==> config.mk <==
export PLATFORM = sky130hd
export DESIGN_NAME = cpu_core
export DESIGN_NICKNAME = d
export VERILOG_FILES = /design/src/rtl/cpu_core_pkg.sv /design/src/rtl/cpu_core_alu.sv /design/src/rtl/cpu_core.sv
export SDC_FILE = /design/constraint.sdc
export NUM_CORES = 1
export LEC_CHECK = 0
export ABC_AREA = 1
export BUFFER_PORTS_ARGS = -buffer_cell sky130_fd_sc_hd__buf_2
export CORE_ASPECT_RATIO = 0.8
export CORE_MARGIN = 4
export CORE_UTILIZATION = 42
export CTS_CLUSTER_DIAMETER = 80
export CTS_CLUSTER_SIZE = 28
export DETAILED_ROUTE_END_ITERATION = 7
export HOLD_SLACK_MARGIN = 0.12
export PLACE_DENSITY = 0.71
export SLEW_MARGIN = 20
export SYNTH_ARGS = -nofsm -noshare
export SYNTH_HDL_FRONTEND = slang
export SYNTH_HIERARCHICAL = 1
export SYNTH_SLANG_ARGS = --single-unit
==> constraint.sdc <==
create_clock -name clk -period 5.1 [get_ports clk]
set_clock_uncertainty 0.15 [all_clocks]
set_input_delay 0.765 -clock clk [delete_from_list [all_inputs] [get_ports clk]]
set_output_delay 0.765 -clock clk [all_outputs]
set_load 0.005 [all_outputs]
==> src/rtl/cpu_core_pkg.sv <==
// cpu_core_pkg: widths and opcode encodings shared by the accumulator core
package cpu_core_pkg;
    localparam int OPC_W  = 4;
    localparam int IMM_W  = 4;
    localparam int DATA_W = 8;
    localparam int PC_W   = 8;
    localparam logic [OPC_W-1:0] OP_NOP  = 4'h0;
    localparam logic [OPC_W-1:0] OP_LDI  = 4'h1;
    localparam logic [OPC_W-1:0] OP_ADDI = 4'h2;
    localparam logic [OPC_W-1:0] OP_SUBI = 4'h3;
    localparam logic [OPC_W-1:0] OP_ANDI = 4'h4;
    localparam logic [OPC_W-1:0] OP_ORI  = 4'h5;
    localparam logic [OPC_W-1:0] OP_XORI = 4'h6;
    localparam logic [OPC_W-1:0] OP_SHL  = 4'h7;
    localparam logic [OPC_W-1:0] OP_SHR  = 4'h8;
    localparam logic [OPC_W-1:0] OP_LDH  = 4'h9;
    localparam logic [OPC_W-1:0] OP_NOT  = 4'hA;
    localparam logic [OPC_W-1:0] OP_JR   = 4'hB;
    localparam logic [OPC_W-1:0] OP_BZ   = 4'hC;
    localparam logic [OPC_W-1:0] OP_BNZ  = 4'hD;
    localparam logic [OPC_W-1:0] OP_JMPA = 4'hE;
    localparam logic [OPC_W-1:0] OP_HALT = 4'hF;
endpackage

==> src/rtl/cpu_core_alu.sv <==
// cpu_core_alu: combinational next-accumulator computation
module cpu_core_alu
    import cpu_core_pkg::*;
(
    input  logic [OPC_W-1:0]  op,
    input  logic [IMM_W-1:0]  imm,
    input  logic [DATA_W-1:0] acc,
    output logic [DATA_W-1:0] nacc
);
    logic [DATA_W-1:0] zimm;
    assign zimm = {4'h0, imm};
    always_comb begin
        nacc = acc;
        case (op)
            OP_LDI:  nacc = zimm;
            OP_ADDI: nacc = acc + zimm;
            OP_SUBI: nacc = acc - zimm;
            OP_ANDI: nacc = acc & zimm;
            OP_ORI:  nacc = acc | zimm;
            OP_XORI: nacc = acc ^ zimm;
            OP_SHL:  nacc = acc << imm[2:0];
            OP_SHR:  nacc = acc >> imm[2:0];
            OP_LDH:  nacc = {imm, acc[3:0]};
            OP_NOT:  nacc = ~acc;
            default: nacc = acc;
        endcase
    end
endmodule

==> src/rtl/cpu_core.sv <==
// cpu_core: single-cycle 8-bit accumulator CPU; CPU_CORE_HALT_EN makes opcode F a sticky halt
module cpu_core
    import cpu_core_pkg::*;
(
    input  logic              clk,
    input  logic              CLB,
    input  logic [7:0]        input_ins,
    output logic [PC_W-1:0]   pc,
    output logic [DATA_W-1:0] accum_value
);
    logic [OPC_W-1:0]  op;
    logic [IMM_W-1:0]  imm;
    logic [DATA_W-1:0] nacc;
    logic [PC_W-1:0]   rel;
    logic [PC_W-1:0]   npc;
    logic              z;
    assign op  = input_ins[7:4];
    assign imm = input_ins[3:0];
    assign z   = accum_value == '0;
    assign rel = pc + {{4{imm[3]}}, imm};
    cpu_core_alu u_alu (
        .op   (op),
        .imm  (imm),
        .acc  (accum_value),
        .nacc (nacc)
    );
    always_comb begin
        npc = op == OP_JR              ? rel :
              (op == OP_BZ  &&  z)     ? rel :
              (op == OP_BNZ && !z)     ? rel :
              op == OP_JMPA            ? accum_value :
                                         pc + 8'd1;
    end
`ifdef CPU_CORE_HALT_EN
    logic halted;
    // the halting instruction itself still advances pc; everything after it is ignored
    always_ff @(posedge clk) begin
        if (CLB) begin
            pc          <= '0;
            accum_value <= '0;
            halted      <= 1'b0;
        end else if (!halted) begin
            pc          <= npc;
            accum_value <= nacc;
            halted      <= op == OP_HALT;
        end
    end
`else
    always_ff @(posedge clk) begin
        if (CLB) begin
            pc          <= '0;
            accum_value <= '0;
        end else begin
            pc          <= npc;
            accum_value <= nacc;
        end
    end
`endif
endmodule

After elaboration in Yosys (flattened, before gate mapping) --
Index checks and enable logic that the tools add are counted.
Word-level totals: bits in registers 16, input bits 10, output and inout bits 16, logic and storage cells 40
Cells by class: $add $sub $neg 4, equality and inequality tests 14, shift operators 2, multiplexer cells 5, bitwise operators 5, reduce and logical (&&, ||, !) cells 7
Operator list (number):
- 8-bit case mux with 10 select lines | 1
- 8-bit two-way mux | 4
- 4-bit equality test, second input constant | 7
- 4-bit by 3-bit equality test with 1-bit output, second input constant | 4
- 10-bit nonzero test | 1
- 9-bit nonzero test | 1
- 8-bit by 1-bit adder with 8-bit output, second input constant | 1
- 8-bit by 4-bit adder with 8-bit output | 1
- 8-bit adder | 1
- 8-bit by 4-bit AND with 8-bit output | 1
- 4-bit by 2-bit equality test with 1-bit output, second input constant | 2
- 8-bit zero test | 1
- 8-bit inverter | 1
- 8-bit by 4-bit OR with 8-bit output | 1
- 8-bit by 3-bit << shifter with 8-bit output | 1
- 8-bit by 3-bit >> shifter with 8-bit output | 1
- 8-bit by 4-bit subtractor with 8-bit output | 1
- 8-bit by 4-bit bitwise XOR with 8-bit output | 1
- 4-bit by 1-bit equality test with 1-bit output, second input constant | 1
- 1-bit logical AND | 2
- 2-bit AND reduction | 1
- 1-bit zero test | 1
- 1-bit inverter | 1

Longest topological paths before layout --
depth after elaboration 6, gate-level depth with buffers 18, depth with buffers taken out 18

Modules after synthesis --
The synthesis kept the hierarchy.
By module, submodules not included:
- cpu_core_alu | times used 1, cells an instance 313, area an instance 1534.0 µm²
- cpu_core | times used 1, cells an instance 182, area an instance 1157.4 µm²

Worst setup path before layout --
Ideal clock, no wire load.
kind input to register, start in input_ins[0], end reg accum_value[4], library setup time 0.113 ns, arrival 2.516 ns, data required time 4.837 ns, path slack 2.321 ns, cell stages on the path 12, path buffers 1, cell sequence buf_2 nor3_1 ha_1 o21ai_0 ha_1 nand2_1 nand3_1 or2_2 nand3_1 nand4_1 inv_1 nor2_1
Between the ends: cells in the longest elaborated chain, start to end 2, elaborated cells between the ends (all ways) 5, those cells by class add/sub: 2; shift: 2; mux: 1
RTL lines:
- start, declared | line cpu_core.sv:7 | input logic [7:0] input_ins,
- 8-bit by 4-bit subtractor with 8-bit output (tied with other cells) | line cpu_core_alu.sv:17 | OP_SUBI: nacc = acc - zimm;
- 8-bit case mux with 10 select lines (*) | line cpu_core_alu.sv:14 | case (op)
- named net nacc[4] | line cpu_core.sv:13 | logic [DATA_W-1:0] nacc;
- end signal, assigned | line cpu_core.sv:55 | accum_value <= nacc;
- end, declared | line cpu_core.sv:9 | output logic [DATA_W-1:0] accum_value
Mark *: on every way through the listed nets, which the timed path passes. The rest lies on a longest branch. A chain may end at the register's enable or synchronous reset.

Worst setup path in the final report --
start in input_ins[0], end reg accum_value[3]
The elaborated chain is that of the path after synthesis.

==> key figures <==
Setup path
  • Worst setup path class: in -> reg
  • CP max FO: 15
  • CP startpoint kind: input port
  • Critical Path AT: 3.15 ns
  • CP max-delay cell: ha_1
  • Crit path from: input_ins[0]
  • Endpoint type of the worst setup path: flip-flop
  • Crit path cell chain: buf_2 -> clkinv_1 -> ha_1 -> inv_1 -> o21ai_0 -> inv_1 -> ha_1 -> nand3b_1 -> nand2_1 -> nand2_1 -> nand3_1 -> nand3_1 -> nor2_1 -> nor2_1 -> inv_1 -> nor2_1
  • Reg2Reg Setup Slack: 2.70 ns
  • Worst Path Required: 5.10 ns
  • R2R depth: 13
  • Crit-path max cell delay: 0.39 ns
  • Reg2reg start: accum_value[0]$_SDFF_PP0_
  • RR Endpoint: accum_value[2]$_SDFF_PP0_

Hold path
  • Hold WC Path Type: reg -> reg
  • Worst hold start: pc[0]$_SDFF_PP0_
  • Hold Path Depth: 3
  • Hold Path Sink: pc[0]$_SDFF_PP0_

Routing
  • DR DRC count: 0
  • TritonRoute pass-1 iters: 5
  • WL/cell: 13.7 um
  • Vias: 3,133
  • Antenna-violating nets left: 0
  • DR vias/cell: 5.25
  • Iteration-0 DRC Markers: 392
  • Final WL: 8210 um

Clock network
  • CTS Sinks: 16
  • Root buf cell: clkbuf_8
  • Clk buf depth: 2
  • CTS clk-pin slew, worst paths: 0.06 ns
  • Worst-Skew Late Latency: 0.26 ns
  • Post-CTS Setup Repair Bufs: 0
  • Hold Buf Count CTS: 0
  • CTS Buf Count: 3
  • CTS tree: done
  • H-tree levels: 1
  • Post-cts resize count: 0

Logic synthesis
  • Share of the synthesized area in the top cell type: 0.230
  • Post-Syn Nets: 533
  • Largest cells by area after synthesis: nand2_1 23%, ha_1 12%, nand3_1 12%, dfxtp_1 12%, nor2_1 10%
  • Warnings, synthesis: 6
  • Largest family of logic cells by synthesized area: simple AND/OR/NAND/NOR gates
  • Area of the mapped netlist: 0.00269 mm^2
  • Synth Register Bits: 16
  • Post-synth cell types: 34
  • Post-Synth Simple-Gate Area: 0.526
  • Post-synthesis compound-gate area fraction: 0.0809
  • Mux contribution to synthesized area: 0
  • Adder-cell share of the synthesized area: 0.136
  • Seq/Total Area, Yosys: 0.119
  • Syn avg cell area: 5.44 um^2
  • Cell taking the most area after synthesis: nand2_1
  • Synth Area in XOR/XNOR: 0.0195
  • Synth Instances: 495

Placed design
  • GP Congestion: 0.975
  • DPL Wire Length: 6430 um
  • Pre-CTS setup slack: 1.67 ns
  • Post-Place Cells: 594
  • Port Buffers: 25

Cells and area
  • Filler cell count: 685
  • Finished Layout Cells: 597
  • Leading cell types in the layout, fill and taps excluded: 165 x nand2_1, 72 x nor2_1, 65 x inv_1, 65 x nand3_1, 26 x ha_1
  • Commonest non-fill, non-tap cell in the layout: nand2_1
  • Storage element area: 320 um^2
  • Multi-input logic area: 0.00205 mm^2
  • Layout cells sized above 1: 0.0891
  • Area delta synth->final: 7.86%
  • N_diodes: 0
  • Final cell utilization of the core: 0.478
  • Nets: 556

STA
  • Final Max Slew Viols: 0
  • Max-slew headroom at the worst pin: 0.678
  • Tcrit/Tclk final: 0.619
  • Final setup TNS: 0 ns
  • Fmax: 0.317 GHz
  • Endpoints failing hold: 0
  • Final setup viols: 0
  • Slew at the pin closest to its max-slew limit: 0.482 ns
  • RSZ-0062 raised after global routing: false
  • Worst setup margin: 1.94 ns
  • Tmin final: 3.16 ns

Flow run
  • Max-cap violations: 0

Floorplanning
  • Die ar.: 0.00776 mm^2
  • Top Ports: 26
  • Chip width: 97.5 um
  • Die height: 79.6 um
  • Number of core rows: 25
  • Initial Utilization: 0.444
  • Core area: 0.00607 mm^2

GRT
  • Largest net degree at the start of global routing: 22
  • First-pass GRT wire length: 13,800 um
  • Initial antenna violation count: 0
  • Vias in the first global route: 2,809
  • GRT Total Usage: 0.215
  • Grt ovf: 0

Pwr
  • Total power: 0.000640 W
  • Maximum VDD drop: 0.000103 V
  • PD cells: 221 mW/mm^2
  • Leakage: 1.63 nW

Status
  • Outcome: complete, no violations
==> cell type report <==
cell class / instances / share of cell area
clock buffer: 3 / 0.0142
inverter: 69 / 0.0909
multi-input combinational: 403 / 0.706
sequential: 16 / 0.110
tap: 81 / 0.0349
timing repair buffer: 25 / 0.0431
==> synth_stat cells <==
| cell | count |
|---|---|
| a21oi_1 | 15 |
| and2_1 | 1 |
| and3_1 | 1 |
| buf_2 | 3 |
| buf_4 | 1 |
| buf_6 | 3 |
| clkinv_1 | 1 |
| dfxtp_1 | 16 |
| fa_1 | 2 |
| ha_1 | 26 |
| inv_1 | 65 |
| inv_2 | 2 |
| inv_6 | 1 |
| nand2_1 | 165 |
| nand2_2 | 1 |
| nand2_4 | 1 |
| nand3_1 | 65 |
| nand3b_1 | 3 |
| nand4_1 | 7 |
| nor2_1 | 72 |
| nor2_2 | 3 |
| nor2_4 | 4 |
| nor3_1 | 1 |
| nor3_2 | 1 |
| o211ai_1 | 1 |
| o21a_1 | 1 |
| o21ai_0 | 18 |
| o21ai_2 | 2 |
| o21bai_1 | 1 |
| o22ai_1 | 2 |
| or2_0 | 1 |
| or2_2 | 3 |
| xnor2_1 | 2 |
| xor2_1 | 4 |
==> through the flow <==
stage,instance area [um^2],hold slack (ns)
CTS,2900,0.567
detailed placement,2860,0.553
global placement,2860,0.556
global route,2900,0.631
finish,2900,0.571
floorplan,2690,0.462
==> worst max path at each step <==
| stage | slack, ns | depth (start not counted) | endpoint |
|---|---|---|---|
| detailed placement | 1.67 | 14 | accum_value[4]$_SDFF_PP0_ |
| floorplan | 2.32 | 12 | accum_value[4]$_SDFF_PP0_ |
| CTS | 1.94 | 14 | accum_value[4]$_SDFF_PP0_ |
| finish | 1.94 | 16 | accum_value[3]$_SDFF_PP0_ |
| global route | 1.67 | 17 | accum_value[7]$_SDFF_PP0_ |
| global placement | 1.84 | 14 | accum_value[4]$_SDFF_PP0_ |
==> report_power, final <==
part	internal [W]	total (W)	switching, W
Combinational	0.000134	0.000352	0.000218
Sequential	0.000147	0.000190	0.0000426
Clock	0.0000526	0.0000984	0.0000458
Total	0.000334	0.000640	0.000306
==> flip-flops by register name, summed over array words and instances (netlist names) <==
signal and flops:
accum_value 8, pc 8
==> cell families after synthesis <==
| group | count (synthesis) |
|---|---|
| flops | 16 |
| buf+inv | 76 |
| xor+xnor | 6 |
| compound gates | 40 |
| fa+ha+maj | 28 |
| simple gates | 329 |
==> worst max-delay path, delay by kind of cell <==
family | cells | cell delay [ns]
buffers and inverters | 5 | 0.76
adders and majority gates | 2 | 0.67
AOI/OAI and AO/OA | 1 | 0.30
and+or+nand+nor | 8 | 0.64
==> layer usage <==
layer	vias to the layer above	GRT usage	part of all wire
li1	1615	-	-
met3	8	0.0568	0.098
met5	-	0	0
met4	0	0.0387	0.0085
met2	119	0.319	0.41
met1	1391	0.313	0.48
Note: power is estimated with default switching activity, not from simulation.
